[src/rtl/uart_rx_cmd.sv]
`default_nettype none
// ============================================================================
// Module   : uart_rx_cmd
// Purpose  : Oversampling UART receiver with registered one-hot command decode.
//            Optional parity bit enabled by defining UART_RX_PARITY_EN.
// Revision : 1.0 - initial release
// ============================================================================
module uart_rx_cmd #(
   parameter int                            DATA_BITS  = 8,
   parameter int                            OVERSAMPLE = 16,
   parameter int                            NUM_CMDS   = 4,
   parameter logic [NUM_CMDS*DATA_BITS-1:0] CMD_CODES  = {8'h4D, 8'h43, 8'h53, 8'h52},
   parameter int                            PARITY_ODD = 0
) (
   input  logic                 clk,
   input  logic                 reset,
   input  logic                 tick,
   input  logic                 rx,
   output logic [DATA_BITS-1:0] rx_data,
   output logic                 rx_done,
   output logic                 frame_err,
   output logic                 parity_err,
   output logic                 cmd_valid,
   output logic [NUM_CMDS-1:0]  cmd_onehot
);

   localparam int TICK_W = $clog2(OVERSAMPLE);
   localparam int BIT_W  = $clog2(DATA_BITS);

   localparam logic [TICK_W-1:0] c_tick_half = TICK_W'(OVERSAMPLE/2 - 1);
   localparam logic [TICK_W-1:0] c_tick_last = TICK_W'(OVERSAMPLE - 1);
   localparam logic [TICK_W-1:0] c_tick_one  = TICK_W'(1);
   localparam logic [BIT_W-1:0]  c_bit_last  = BIT_W'(DATA_BITS - 1);
   localparam logic [BIT_W-1:0]  c_bit_one   = BIT_W'(1);

   generate
      if (DATA_BITS < 5 || DATA_BITS > 9 || OVERSAMPLE < 4 || (OVERSAMPLE % 2) != 0 ||
          PARITY_ODD < 0 || PARITY_ODD > 1) begin : g_param_check
         $error("uart_rx_cmd: illegal parameter set");
      end
   endgenerate

   typedef enum logic [2:0] {
      S_IDLE      = 3'd0,
      S_START     = 3'd1,
      S_DATA      = 3'd2,
      S_STOP      = 3'd3,
      S_WAIT_HIGH = 3'd4
`ifdef UART_RX_PARITY_EN
      , S_PARITY  = 3'd5
`endif
   } state_t;

   state_t                r_state, w_state_nxt;
   logic                  r_rx_meta, r_rx_s;
   logic [TICK_W-1:0]     r_tick_cnt, w_tick_nxt;
   logic [BIT_W-1:0]      r_bit_cnt, w_bit_nxt;
   logic [DATA_BITS-1:0]  r_shift, w_shift_nxt;
   logic [DATA_BITS-1:0]  r_rx_data;
   logic                  r_rx_done, r_frame_err, r_parity_err;
   logic                  w_done, w_ferr, w_perr;
   logic                  r_cmd_valid, w_match_any;
   logic [NUM_CMDS-1:0]   r_cmd_onehot, w_match_onehot;
`ifdef UART_RX_PARITY_EN
   localparam logic c_par_odd = (PARITY_ODD != 0);
   logic                  r_par_bad, w_par_bad_nxt;
`endif

   // Both synchronizer flops reset high so reset never looks like a start bit.
   always_ff @(posedge clk or posedge reset) begin
      if (reset) begin
         r_rx_meta <= 1'b1;
         r_rx_s    <= 1'b1;
      end else begin
         r_rx_meta <= rx;
         r_rx_s    <= r_rx_meta;
      end
   end

   always_ff @(posedge clk or posedge reset) begin
      if (reset) begin
         r_state      <= S_IDLE;
         r_tick_cnt   <= '0;
         r_bit_cnt    <= '0;
         r_shift      <= '0;
         r_rx_data    <= '0;
         r_rx_done    <= 1'b0;
         r_frame_err  <= 1'b0;
         r_parity_err <= 1'b0;
`ifdef UART_RX_PARITY_EN
         r_par_bad    <= 1'b0;
`endif
      end else begin
         r_state      <= w_state_nxt;
         r_tick_cnt   <= w_tick_nxt;
         r_bit_cnt    <= w_bit_nxt;
         r_shift      <= w_shift_nxt;
         r_rx_done    <= w_done;
         r_frame_err  <= w_ferr;
         r_parity_err <= w_perr;
         if (w_done)
            r_rx_data <= r_shift;
`ifdef UART_RX_PARITY_EN
         r_par_bad    <= w_par_bad_nxt;
`endif
      end
   end

   always_comb begin
      w_state_nxt = r_state;
      w_tick_nxt  = r_tick_cnt;
      w_bit_nxt   = r_bit_cnt;
      w_shift_nxt = r_shift;
      w_done      = 1'b0;
      w_ferr      = 1'b0;
      w_perr      = 1'b0;
`ifdef UART_RX_PARITY_EN
      w_par_bad_nxt = r_par_bad;
`endif
      case (r_state)
         S_IDLE: begin
            w_tick_nxt = '0;
            w_bit_nxt  = '0;
            if (!r_rx_s)
               w_state_nxt = S_START;
         end
         S_START: begin
            if (tick) begin
               if (r_tick_cnt == c_tick_half) begin
                  w_tick_nxt  = '0;
                  w_state_nxt = r_rx_s ? S_IDLE : S_DATA;
               end else begin
                  w_tick_nxt = r_tick_cnt + c_tick_one;
               end
            end
         end
         S_DATA: begin
            if (tick) begin
               if (r_tick_cnt == c_tick_last) begin
                  w_tick_nxt              = '0;
                  w_shift_nxt[r_bit_cnt]  = r_rx_s;
                  if (r_bit_cnt == c_bit_last) begin
                     w_bit_nxt   = '0;
`ifdef UART_RX_PARITY_EN
                     w_state_nxt = S_PARITY;
`else
                     w_state_nxt = S_STOP;
`endif
                  end else begin
                     w_bit_nxt = r_bit_cnt + c_bit_one;
                  end
               end else begin
                  w_tick_nxt = r_tick_cnt + c_tick_one;
               end
            end
         end
`ifdef UART_RX_PARITY_EN
         S_PARITY: begin
            if (tick) begin
               if (r_tick_cnt == c_tick_last) begin
                  w_tick_nxt    = '0;
                  w_par_bad_nxt = r_rx_s ^ (^r_shift) ^ c_par_odd;
                  w_state_nxt   = S_STOP;
               end else begin
                  w_tick_nxt = r_tick_cnt + c_tick_one;
               end
            end
         end
`endif
         S_STOP: begin
            if (tick) begin
               if (r_tick_cnt == c_tick_last) begin
                  w_tick_nxt = '0;
                  // Framing error wins over a parity mismatch.
                  if (!r_rx_s) begin
                     w_ferr      = 1'b1;
                     w_state_nxt = S_WAIT_HIGH;
`ifdef UART_RX_PARITY_EN
                  end else if (r_par_bad) begin
                     w_perr      = 1'b1;
                     w_state_nxt = S_IDLE;
`endif
                  end else begin
                     w_done      = 1'b1;
                     w_state_nxt = S_IDLE;
                  end
               end else begin
                  w_tick_nxt = r_tick_cnt + c_tick_one;
               end
            end
         end
         S_WAIT_HIGH: begin
            w_tick_nxt = '0;
            if (r_rx_s)
               w_state_nxt = S_IDLE;
         end
         default: w_state_nxt = S_IDLE;
      endcase
   end

   // Scan from the top down so the lowest matching index is the one kept.
   always_comb begin
      w_match_any    = 1'b0;
      w_match_onehot = '0;
      for (int i = NUM_CMDS - 1; i >= 0; i--) begin
         if (r_rx_data == CMD_CODES[i*DATA_BITS +: DATA_BITS]) begin
            w_match_any       = 1'b1;
            w_match_onehot    = '0;
            w_match_onehot[i] = 1'b1;
         end
      end
   end

   always_ff @(posedge clk or posedge reset) begin
      if (reset) begin
         r_cmd_valid  <= 1'b0;
         r_cmd_onehot <= '0;
      end else if (r_rx_done) begin
         r_cmd_valid  <= w_match_any;
         r_cmd_onehot <= w_match_onehot;
      end else begin
         r_cmd_valid  <= 1'b0;
         r_cmd_onehot <= '0;
      end
   end

   assign rx_data    = r_rx_data;
   assign rx_done    = r_rx_done;
   assign frame_err  = r_frame_err;
   assign parity_err = r_parity_err;
   assign cmd_valid  = r_cmd_valid;
   assign cmd_onehot = r_cmd_onehot;

endmodule
`default_nettype wire
[config.mk]
export PLATFORM = sky130hd
export DESIGN_NAME = uart_rx_cmd
export DESIGN_NICKNAME = d
export VERILOG_FILES = /design/src/rtl/uart_rx_cmd.sv
export SDC_FILE = /design/constraint.sdc
export NUM_CORES = 1
export LEC_CHECK = 0
export CAP_MARGIN = 20
export CORE_ASPECT_RATIO = 1.2
export CORE_MARGIN = 3
export CORE_UTILIZATION = 45
export CTS_CLUSTER_DIAMETER = 50
export DETAILED_ROUTE_END_ITERATION = 6
export PLACE_DENSITY_LB_ADDON = 0.25
export SYNTH_ARGS = -nofsm -noshare
export SYNTH_HDL_FRONTEND = slang
export SYNTH_SLANG_ARGS = --single-unit
[constraint.sdc]
create_clock -name clk -period 1.55 [get_ports clk]
set_input_delay 0.31 -clock clk [delete_from_list [all_inputs] [get_ports clk]]
set_output_delay 0.31 -clock clk [all_outputs]
set_load 0.05 [all_outputs]
==> results.md <==
Status:
- The flow ran to the end, and the final reports show no timing, DRC or antenna violations.

Worst setup path:
- Setup slack on the worst reg-to-reg path comes out at 0.02 ns.
- The launch point of the worst path is r_state[0].
- The largest stage delay on the critical path is 0.44 ns.
- STA classifies the critical path startpoint as a flop.
- The worst reg-to-reg path cell count is 3.
- In this run the worst path has a maximum fanout of 4.
- The cell with the largest stage delay on the worst path is or3b_4.
- In this run the critical register-to-register path is launched from r_state[0].
- The critical path endpoint category is a flop.
- The data arrival time at the worst-slack endpoint is 1.70 ns.
- Traced cell by cell, the critical path runs through or3b_4, nor3_2, mux2_2.
- At the worst endpoint, the required time is 1.72 ns.
- The setup path with the least slack is of type reg -> reg.

Die:
- The die covers 0.00450 mm^2.
- The number of core rows is 23.
- The number of top-level design ports is 20.
- The die height is 72.9 um.
- The floorplan step set the die width to 61.8 um.
- The region available for standard cell placement spans 0.00345 mm^2.
- The initial utilization of the core area, before any placement, comes to 0.486.

Job:
- The tool flagged a number of max-cap violations equal to 0.

Cells and area:
- The count of nets after finishing is 189.
- The filler cells instantiated in the layout total 261.
- 0 antenna diodes ended up in the layout.
- The area added between synthesis and finish is 33.2%.
- In the final layout, the share of cells above drive strength 1 is 0.426.
- In the final layout, flip-flops and latches occupy 880 um^2.
- The post-route cell area is 0.00224 mm^2.
- The total area of multi-input combinational cells is 776 um^2.

Global routing:
- The maximum number of pins on one net before global-route repair is 36.
- The first global-routing pass estimated 5510 um of wire.
- For this run, the total global-route usage over all layers was measured as 0.172.
- The number of global-route vias before repair came to 1256.
- Summed over all layers, the global routing overflow is 0.
- The number of antenna violations at the first check in global routing is 0.

Hold path:
- The hold-critical path depth is 0.
- In this run the most critical hold path is launched from r_rx_meta.
- In this run the worst hold path is classified as reg -> reg.

Logic synthesis:
- The most used flip-flop cell after synthesis is dfrtp_1.
- For this run, the number of Yosys warnings is 0.
- In this run, synthesis produced a sequential element count of 35.
- After synthesis the cells add up to 0.00168 mm^2.
- Counting flops with a built-in enable in the synthesized netlist gives 0.
- Synthesis handed over a netlist of 144 instances.
- The netlist uses 42 different library cells.
- The post-synthesis sequential area ratio is 0.523.
- The net count after synthesis is 151.
- The share of synthesized registers carrying an async set or reset is 1.00.
- The synthesized area per cell is 11.7 um^2.

Detailed routing:
- Before antenna repair, the detailed router went through 3 iterations.
- The total wire length is 3360 um.
- The number of nets still failing antenna checks after routing is 0.
- The met2 wire length is 1830 um.
- Dividing the detail-routed wire length by the instance count gives 15.3 um.
- Summed over all nets, wire length on met3 after detailed routing comes to 128 um.
- The detailed router put a total of 1290 um of wire on met1.
- The total vias in the final route is 1251.
- The DRC violations left is 0.
- The count of routing violations after the opening detailed-route iteration is 40.
- After detailed routing, no signal wire sits above met4.
- Using the TritonRoute via totals, the vias-per-cell ratio works out to 5.69.

Clocking:
- The sink count of the clock tree is 35.
- For the worst-skew pair, the clock arrives at the later sink with an insertion delay of 0.28 ns.
- The CTS tree is done.
- The H-tree was split into 2 levels.
- The CTS clock-pin slew for the worst setup and hold paths is 0.07 ns.
- In this run the clock root is driven by a clkbuf_8.
- Counting along the longest clock path gives a buffer depth of 2.
- Clock tree synthesis inserted a total of 5 buffers.
- For this design, the CTS-stage hold fixing added 0 buffers.

Timing:
- On the final layout, the worst hold slack is 0.357 ns.
- The final period utilization is 0.988.
- Setup repair after global routing could not meet its margin everywhere.
- The count of pins over their slew limit is 0.
- The final critical path time including I/O delays and setup is 1.53 ns.
- The total count of hold-check failures in the final report was 0.
- Based on the critical path, the design can be clocked at up to 653 MHz.
- Clock skew on the completed layout was measured at 0.00571 ns.
- The setup violation total in the final timing report is 0.

Place:
- In this run the tool buffered the top-level ports with 18 buffer cells.
- After detailed placement, the total cell area comes to 0.00207 mm^2.
- The HPWL after detailed placement is 2480 um.
- The final weighted congestion of routability-driven global placement is 0.831.

Power:
- IR analysis of the VDD net gives a maximum drop of 0.000967 V.
- For this design the ratio of total power to cell area is 1180 mW/mm^2.
- The analysis attributes to cell leakage a power of 1.02 nW.
-- sequential cells by signal, indices dropped and copies added (netlist names) --
name        count
r_tick_cnt      4
r_bit_cnt       3
rx_done         1
r_shift         8
cmd_onehot      4
r_state         3
frame_err       1
rx_data         8
r_rx_meta       1
cmd_valid       1
r_rx_s          1
-- routing by layer --
layer  vias to the layer above  global-route usage
met3                        10              0.0425
met5                         -                   0
met4                         0              0.0991
met1                       612               0.170
met2                        28               0.310
li1                        601                   -
-- critical path: cells and delay by family (launching register included) --
kind             cells  cell delay [ns]
flip-flops           1             0.41
AND/OR/NAND/NOR      2             0.65
multiplexers         1             0.35
-- synth_stat cells, types with 3 or more instances --
| library cell | count | area share |
|---|---|---|
| buf_4 | 3 | 0.013 |
| ha_1 | 3 | 0.022 |
| nand3_1 | 8 | 0.024 |
| nor3_1 | 6 | 0.018 |
| dfrtp_1 | 33 | 0.49 |
| nor2_1 | 8 | 0.018 |
| nand2_1 | 5 | 0.011 |
| nand4_1 | 6 | 0.022 |
| mux2_2 | 15 | 0.10 |
| nor3_2 | 4 | 0.024 |
| inv_1 | 5 | 0.011 |
| o21ai_0 | 4 | 0.012 |
| nor3b_1 | 3 | 0.013 |
-- report_power, final --
part,internal [mW],switching [mW],total [mW]
clock,0.358,0.315,0.674
combinational,0.420,0.405,0.824
sequential,1.01,0.126,1.13
total,1.79,0.846,2.63
-- cells in the final DEF (no fill, tap or decap), types with 3 or more instances in the layout --
cell      instances
dfrtp_1          32
buf_4            24
mux2_2           15
buf_12           10
nor2_1            8
nand3_1           8
nor3_2            7
nand4_1           6
clkbuf_8          6
inv_1             5
nand2_1           5
o21ai_0           4
nor3b_1           3
nor3_1            3
-- worst paths after layout --
kind | to
setup / recovery | r_shift[1]
hold / removal | r_rx_s
setup reg to reg | r_shift[1]
hold reg to reg | r_rx_s
max in group asynchronous | r_rx_s
min in group asynchronous | r_shift[0]
-- area by class of cell --
cell class / instances / share of cell area
clock inverter: 1 / 0.00224
clock buffer: 7 / 0.0386
tap: 37 / 0.0207
inverter: 5 / 0.00839
sequential: 35 / 0.393
multi-input combinational: 97 / 0.347
timing repair buffer: 38 / 0.190
-- timing repair --
item,in CTS,in global routing
pin swaps,1,0
setup endpoints to repair,5,13
gates resized for setup,3,10
buffers inserted,0,3
-- logic make-up (layout without fill, tap and decap cells) --
kind of cell,after synthesis,after routing,share of synthesized area
and+or+nand+nor,59,59,0.221
muxes,17,17,0.113
buffers and inverters,12,51,0.0440
xor gates and xnor gates,1,1,0.00522
adders and majority gates,3,3,0.0224
AOI/OAI and AO/OA,16,16,0.0693
other,1,1,0.00223
DFF,35,35,0.523
-- stage by stage --
stage	power, mW	utilization	std cells	TNS, ns	setup slack [ns]
final	2.63	0.647	220	0	0.0185
after global routing	2.80	0.647	220	-0.128	-0.0376
after CTS	2.54	0.628	217	0	0.00661
after detailed placement	1.85	0.598	209	-4.33	-0.309
after global placement	1.81	0.598	209	-3.82	-0.238
after floorplan	1.58	-	144	0	0.0127
Note: power is estimated with default switching activity, not from simulation.
